## config.mk

```make
export PLATFORM = sky130hd
export DESIGN_NAME = control_sequencer
export DESIGN_NICKNAME = d
export VERILOG_FILES = /design/src/rtl/control_sequencer.sv
export SDC_FILE = /design/constraint.sdc
export NUM_CORES = 1
export LEC_CHECK = 0
export CAP_MARGIN = 15
export CORE_ASPECT_RATIO = 1.4
export CORE_MARGIN = 4
export CORE_UTILIZATION = 45
export CTS_BUF_LIST = sky130_fd_sc_hd__clkbuf_4
export DETAILED_ROUTE_END_ITERATION = 7
export MAX_ROUTING_LAYER = met4
export PLACE_DENSITY = 0.79
export SLEW_MARGIN = 40
export SYNTH_ARGS = -nofsm -noshare
export SYNTH_HDL_FRONTEND = slang
export SYNTH_SLANG_ARGS = --single-unit
```

## constraint.sdc

```tcl
create_clock -name clk -period 3.7 [get_ports clk]
set_clock_uncertainty 0.1 [all_clocks]
set_input_delay 0.74 -clock clk [delete_from_list [all_inputs] [get_ports clk]]
set_output_delay 0.74 -clock clk [all_outputs]
set_load 0.05 [all_outputs]
```

## src/rtl/control_sequencer.sv

```systemverilog
// control_sequencer: hardwired multi-cycle control unit (fetch T0-T2, execute E1-E5) for the bus datapath.
// Optional build macro SINGLE_STEP_EN adds a step input and an IDLE state gating each instruction.
module control_sequencer #(
    parameter int MEM_TIMEOUT = 16
) (
    input  logic        clk,
    input  logic        clr,
    input  logic [31:0] ir,
    input  logic        con_ff,
    input  logic        mem_ready,
    input  logic        stop,
`ifdef SINGLE_STEP_EN
    input  logic        step,
`endif
    output logic [3:0]  bus_src,
    output logic [1:0]  reg_sel,
    output logic [10:0] ld_en,
    output logic        inc_pc,
    output logic [4:0]  alu_op,
    output logic        mem_read,
    output logic        mem_write,
    output logic        run,
    output logic        error
);

    localparam int CW = (MEM_TIMEOUT > 1) ? $clog2(MEM_TIMEOUT) : 1;

    localparam logic [3:0] BUS_PC  = 4'd1, BUS_ZLO = 4'd2, BUS_ZHI = 4'd3, BUS_MDR = 4'd4,
                           BUS_HI  = 4'd5, BUS_LO  = 4'd6, BUS_IN  = 4'd7, BUS_C   = 4'd8,
                           BUS_GPR = 4'd9;
    localparam logic [1:0] SEL_RA = 2'd1, SEL_RB = 2'd2, SEL_RC = 2'd3;
    localparam int LD_PC = 0, LD_IR = 1, LD_MAR = 2, LD_MDR = 3, LD_Y = 4, LD_Z = 5,
                   LD_HI = 6, LD_LO = 7, LD_OUT = 8, LD_CON = 9, LD_GPR = 10;
    localparam logic [4:0] ALU_ADD = 5'b00011;

    typedef enum logic [3:0] {
        T0, T1, T2, E1, E2, E3, E4, E5, HALT
`ifdef SINGLE_STEP_EN
        , IDLE
`endif
    } state_t;

    typedef enum logic [3:0] {
        C_RTYPE, C_IMM, C_UNARY, C_MULDIV, C_LDI, C_LD, C_ST, C_BR,
        C_IN, C_OUT, C_MFHI, C_MFLO, C_NOP, C_HALT, C_ILL
    } cls_t;

`ifdef SINGLE_STEP_EN
    localparam state_t NEXT_INSTR = IDLE;
    logic stepQ;
`else
    localparam state_t NEXT_INSTR = T0;
`endif

    state_t        state;
    logic          errorQ;
    logic [CW-1:0] waitCnt;
    logic [4:0]    opReg;
    logic [4:0]    op;
    cls_t          opClass;
    logic          waitLast;
    logic          unusedIrFields;

    // Register fields are selected downstream through reg_sel; only the opcode is decoded here.
    assign unusedIrFields = ^ir[26:0];

    function automatic cls_t classOf(input logic [4:0] code);
        cls_t c;
        c = C_ILL;
        if (code >= 5'd3 && code <= 5'd11)       c = C_RTYPE;
        else if (code >= 5'd12 && code <= 5'd14) c = C_IMM;
        else begin
            case (code)
                5'd0:         c = C_LD;
                5'd1:         c = C_LDI;
                5'd2:         c = C_ST;
                5'd15, 5'd16: c = C_MULDIV;
                5'd17, 5'd18: c = C_UNARY;
                5'd19:        c = C_BR;
                5'd22:        c = C_IN;
                5'd23:        c = C_OUT;
                5'd24:        c = C_MFHI;
                5'd25:        c = C_MFLO;
                5'd26:        c = C_NOP;
                5'd27:        c = C_HALT;
                default:      c = C_ILL;
            endcase
        end
        return c;
    endfunction

    // IR is decoded live in E1 and held in opReg for the remaining execute steps.
    assign op       = (state == E1) ? ir[31:27] : opReg;
    assign opClass  = classOf(op);
    assign waitLast = (waitCnt == CW'(MEM_TIMEOUT - 1));

    always_ff @(posedge clk) begin
        if (clr) begin
            state   <= NEXT_INSTR;
            errorQ  <= 1'b0;
            waitCnt <= '0;
            opReg   <= '0;
`ifdef SINGLE_STEP_EN
            stepQ   <= 1'b0;
`endif
        end else begin
            waitCnt <= '0;
`ifdef SINGLE_STEP_EN
            stepQ   <= step;
`endif
            case (state)
                T0: state <= stop ? HALT : T1;
                T1: begin
                    if (mem_ready) state <= T2;
                    else if (waitLast) begin
                        state  <= HALT;
                        errorQ <= 1'b1;
                    end else waitCnt <= waitCnt + CW'(1);
                end
                T2: state <= E1;
                E1: begin
                    opReg <= ir[31:27];
                    case (opClass)
                        C_IN, C_OUT, C_MFHI, C_MFLO, C_NOP: state <= NEXT_INSTR;
                        C_HALT: state <= HALT;
                        C_ILL: begin
                            state  <= HALT;
                            errorQ <= 1'b1;
                        end
                        default: state <= E2;
                    endcase
                end
                E2: state <= (opClass == C_UNARY) ? NEXT_INSTR : E3;
                E3: begin
                    if (opClass == C_MULDIV || opClass == C_LD || opClass == C_ST || opClass == C_BR)
                        state <= E4;
                    else
                        state <= NEXT_INSTR;
                end
                E4: begin
                    if (opClass == C_ST) state <= E5;
                    else if (opClass == C_LD) begin
                        if (mem_ready) state <= E5;
                        else if (waitLast) begin
                            state  <= HALT;
                            errorQ <= 1'b1;
                        end else waitCnt <= waitCnt + CW'(1);
                    end else state <= NEXT_INSTR;
                end
                E5: begin
                    if (opClass != C_ST || mem_ready) state <= NEXT_INSTR;
                    else if (waitLast) begin
                        state  <= HALT;
                        errorQ <= 1'b1;
                    end else waitCnt <= waitCnt + CW'(1);
                end
`ifdef SINGLE_STEP_EN
                IDLE: begin
                    if (stop) state <= HALT;
                    else if (step && !stepQ) state <= T0;
                end
`endif
                default: state <= HALT;
            endcase
        end
    end

    // Outputs decode the registered state; a clr cycle forces every output low.
    always_comb begin
        bus_src   = '0;
        reg_sel   = '0;
        ld_en     = '0;
        inc_pc    = 1'b0;
        alu_op    = '0;
        mem_read  = 1'b0;
        mem_write = 1'b0;
        run       = 1'b0;
        error     = 1'b0;
        if (!clr) begin
            run   = (state != HALT);
            error = errorQ;
            case (state)
                T0: if (!stop) begin
                    bus_src        = BUS_PC;
                    ld_en[LD_MAR]  = 1'b1;
                    ld_en[LD_Z]    = 1'b1;
                    inc_pc         = 1'b1;
                end
                T1: begin
                    mem_read = 1'b1;
                    if (mem_ready) begin
                        bus_src       = BUS_ZLO;
                        ld_en[LD_PC]  = 1'b1;
                        ld_en[LD_MDR] = 1'b1;
                    end
                end
                T2: begin
                    bus_src      = BUS_MDR;
                    ld_en[LD_IR] = 1'b1;
                end
                E1: case (opClass)
                    C_RTYPE, C_IMM, C_LDI, C_LD, C_ST: begin
                        bus_src = BUS_GPR; reg_sel = SEL_RB; ld_en[LD_Y] = 1'b1;
                    end
                    C_UNARY: begin
                        bus_src = BUS_GPR; reg_sel = SEL_RB; alu_op = op; ld_en[LD_Z] = 1'b1;
                    end
                    C_MULDIV: begin
                        bus_src = BUS_GPR; reg_sel = SEL_RA; ld_en[LD_Y] = 1'b1;
                    end
                    C_BR: begin
                        bus_src = BUS_GPR; reg_sel = SEL_RA; ld_en[LD_CON] = 1'b1;
                    end
                    C_IN:   begin bus_src = BUS_IN; reg_sel = SEL_RA; ld_en[LD_GPR] = 1'b1; end
                    C_OUT:  begin bus_src = BUS_GPR; reg_sel = SEL_RA; ld_en[LD_OUT] = 1'b1; end
                    C_MFHI: begin bus_src = BUS_HI; reg_sel = SEL_RA; ld_en[LD_GPR] = 1'b1; end
                    C_MFLO: begin bus_src = BUS_LO; reg_sel = SEL_RA; ld_en[LD_GPR] = 1'b1; end
                    default: ;
                endcase
                E2: case (opClass)
                    C_RTYPE: begin
                        bus_src = BUS_GPR; reg_sel = SEL_RC; alu_op = op; ld_en[LD_Z] = 1'b1;
                    end
                    C_IMM: begin bus_src = BUS_C; alu_op = op; ld_en[LD_Z] = 1'b1; end
                    C_LDI, C_LD, C_ST: begin bus_src = BUS_C; alu_op = ALU_ADD; ld_en[LD_Z] = 1'b1; end
                    C_UNARY: begin bus_src = BUS_ZLO; reg_sel = SEL_RA; ld_en[LD_GPR] = 1'b1; end
                    C_MULDIV: begin
                        bus_src = BUS_GPR; reg_sel = SEL_RB; alu_op = op; ld_en[LD_Z] = 1'b1;
                    end
                    C_BR: begin bus_src = BUS_PC; ld_en[LD_Y] = 1'b1; end
                    default: ;
                endcase
                E3: case (opClass)
                    C_RTYPE, C_IMM, C_LDI: begin
                        bus_src = BUS_ZLO; reg_sel = SEL_RA; ld_en[LD_GPR] = 1'b1;
                    end
                    C_LD, C_ST: begin bus_src = BUS_ZLO; ld_en[LD_MAR] = 1'b1; end
                    C_MULDIV:   begin bus_src = BUS_ZLO; ld_en[LD_LO] = 1'b1; end
                    C_BR:       begin bus_src = BUS_C; alu_op = ALU_ADD; ld_en[LD_Z] = 1'b1; end
                    default: ;
                endcase
                E4: case (opClass)
                    C_LD: begin
                        mem_read      = 1'b1;
                        ld_en[LD_MDR] = mem_ready;
                    end
                    C_ST:     begin bus_src = BUS_GPR; reg_sel = SEL_RA; ld_en[LD_MDR] = 1'b1; end
                    C_MULDIV: begin bus_src = BUS_ZHI; ld_en[LD_HI] = 1'b1; end
                    C_BR: if (con_ff) begin bus_src = BUS_ZLO; ld_en[LD_PC] = 1'b1; end
                    default: ;
                endcase
                E5: case (opClass)
                    C_LD: begin bus_src = BUS_MDR; reg_sel = SEL_RA; ld_en[LD_GPR] = 1'b1; end
                    C_ST: mem_write = 1'b1;
                    default: ;
                endcase
                default: ;
            endcase
        end
    end

endmodule

```

==> summary.txt <==
Global route
  – First-pass GRT wire length: about 11000 um
  – GRT overflow: 0
  – Number of global-route vias before repair: ~2.3k
  – Largest net degree at the start of global routing: 23
  – Initial antenna violation count: 0
  – All-Layer GR Usage: between 20 and 30%

Logic synthesis
  – Avg Cell Area, Syn: 6.85 um^2
  – Synth Flop Type: dfxtp_1
  – Synth unique cells: 71
  – Seq/Total Area, Yosys: roughly 15%
  – Synth warn: 0
  – EDFF count, synth: 0
  – FF+latch count, synth: 14
  – Syn Nets: approximately 310
  – FFs w/ async S/R, synth: 0%
  – Synth Cell Area: around 0.0019 mm^2
  – Syn Inst Count: between 200 and 300

Pwr
  – Pwr Total: approximately 380 uW
  – Sw Pwr: between 100 and 150 uW
  – Leak: just under 0.001 uW
  – Combinational share of power: approximately a third
  – Switch share: between 30% and 40%
  – Clock power share: 23.9%
  – Sequential share of power: a little over two fifths
  – Power per cell area: around 140 mW/mm^2
  – Int Power: 245 uW
  – VDD IR max: about 0.17 mV

Setup path
  – WP data required: ~2.9 ns
  – Delay-heaviest family, CP: buffers and inverters
  – Worst stage delay on the critical path: 0.52 ns
  – Worst Path Max Fanout: 7
  – Setup CP Type: primary input to output pin
  – Worst path bufs/invs: 3
  – Worst path slowest cell: clkdlybuf4s50_1
  – CP cell instances: clkdlybuf4s50_1 > buf_4 > nand2b_1 > nor3_1 > o21bai_1 > o21ai_1 > o32a_1 > buf_12
  – Worst Setup End Kind: output pin
  – Crit path DAT: approximately 2.8 ns
  – Setup crit start kind: primary input

Detailed routing
  – WL per Instance: 19.6 um
  – DR vias: between 2k and 2.5k
  – Iter 0 DRT Violations: 159
  – Iteration count of the initial detailed-routing pass: 5
  – Final wirelength: 7070 um
  – Post-DRT Antenna Nets: 0
  – Residual DRC: 0
  – Detailed-route vias per instance: roughly 6.5

Placed design
  – Routability congestion estimate: between 1 and 1.5
  – Post-DP HPWL: approximately 5700 um
  – Setup slack at placement: around 0.085 ns
  – IO buf count: 36
  – Area after DPL: 0.00259 mm^2

Layout
  – Fill count: about 360
  – Post-route cell area: around 0.0026 mm^2
  – Most frequent cells in the layout: buf_4, nand2_1, nor2_1
  – Diode count: 0
  – Most common cell after layout, fill and taps aside: buf_4
  – Final net count: 356
  – Share of cells above drive strength 1: roughly a quarter
  – Layout area overhead: 39.4%
  – Fin util: roughly 66%

Clocking
  – Clk pin slew, worst setup/hold paths: about 0.09 ns
  – CTS max path bufs: 2
  – Worst skew pair latency: 0.29 ns
  – Htree depth: 1
  – CTS tree: yes
  – Num CTS Buffers: 3
  – Root buffer cell: clkbuf_4
  – Clock Sinks: 14

Floorplanning
  – Die area: roughly 0.0053 mm^2
  – Die Wd: roughly 63 um
  – Starting Density: 47.4%
  – # IOs: 64
  – Core area: ~0.004 mm^2
  – Die Span Y: 84.7 um
  – # rows: 27

STA
  – Setup violators final: 0
  – Hold Violations, Final: 0
  – Slew headroom: a little over three fifths
  – Setup ws final: 0.111 ns
  – Fmax: around 280 MHz
  – Least-Margin Pin Slew: roughly 0.55 ns
  – Unrepaired setup endpoints after global routing: no
  – Final Max Tran Viols: 0
  – Final period utilization: between 90% and 100%
  – Tmin final: approximately 3.6 ns
  – Setup Total Neg Slack: 0 ns

Outcome
  – Outcome: finished clean

Worst hold path
  – Min-delay worst type: flop to flop

Flow run
  – Max Cap Violations: 0
==> cells by family (layout without fill, tap and decap cells) <==
group | Yosys count | in the layout | share of synthesized area, %
AND/OR/NAND/NOR | 123 | 123 | 36.5
XOR/XNOR | 5 | 5 | 2.32
AO/OA/AOI/OAI | 92 | 92 | 33.2
adder cells (fa/ha/maj) | 1 | 1 | 0.662
multiplexers | 7 | 7 | 4.64
buffers and inverters | 34 | 75 | 7.81
flip-flops | 14 | 14 | 14.8
==> power by group through the flow <==
stage / Sequential [uW] / Combinational, uW / Clock (uW)
global placement: 163 / 123 / 0
global route: 161 / 134 / 100
finish: 160 / 128 / 90.6
detailed placement: 163 / 124 / 0
floorplan: 158 / 75.8 / 0
CTS: 160 / 125 / 95.1
==> flip-flops by register name, indices dropped and copies added, names as in the netlist <==
register / flops
state: 4
waitCnt: 4
opReg: 5
errorQ: 1
==> routing by layer <==
metal	share of wire, %	track usage [%]
met1	39	31.6
met2	50	47.1
met5	0	-
met3	6.6	2.81
met4	4.2	15.1
==> cells in the mapped netlist (all sizes together) (3+ instances only) <==
cell type   n  area (um^2)
o22ai       6         37.5
o21bai      3         22.5
o211ai      4         30.0
dfxtp      14          280
o21ai      12         63.8
and3        4         25.0
nor2       24         92.6
inv         9         33.8
nor2b       3         18.8
clkbuf     19         71.3
nor3       14         70.1
a21oi      21          105
or4b        3         30.0
buf         6         42.5
and2        5         31.3
or2         4         25.0
a32oi       3         26.3
mux2i       6         76.3
nand2b      3         18.8
a211oi      6         45.0
nand3      13         65.1
nand2      31          124
xor2        3         26.3
nor4b       4         56.3
a31oi      12         75.1
==> worst register-to-register path, stage by stage (launching register included) <==
cell,delay [ns]
dfxtp_1,0.60
nand4bb_1,0.22
buf_4,0.27
nand3_1,0.25
nor3_1,0.43
o21ai_1,0.21
a311oi_1,0.24
==> metrics by stage <==
stage	instances	hold WS, ns
global route	360	0.422
floorplan	276	0.355
detailed placement	356	0.394
CTS	360	0.412
global placement	356	0.382
finish	360	0.410
==> path summary, 6_finish.rpt <==
| kind | start | to | slack [ns] | cells past startpoint |
|---|---|---|---|---|
| max reg2reg | state[3] | waitCnt[3] | 1.31 | 6 |
| min | waitCnt[3] | waitCnt[3] | 0.41 | 1 |
| max | ir[28] | ld_en[10] | 0.11 | 8 |
| min reg2reg | waitCnt[3] | waitCnt[3] | 0.41 | 1 |
==> layout make-up <==
cell class	instances	area (um^2)	area share [%]
multi-input cells	228	1490	56.4
repair buffers	62	753	28.6
flip-flops and latches	14	280	10.6
well taps	43	53.8	2.04
inverters	9	33.8	1.28
clock buffers	3	22.5	0.855
clock inverters	1	3.75	0.143
==> repair_timing <==
item / in CTS / in global routing
setup endpoints to repair: 0 / 2
resized for setup: 0 / 4
setup buffers: 0 / 0
hold buffers: 0 / 0
Power figures use the tool's default switching activity.
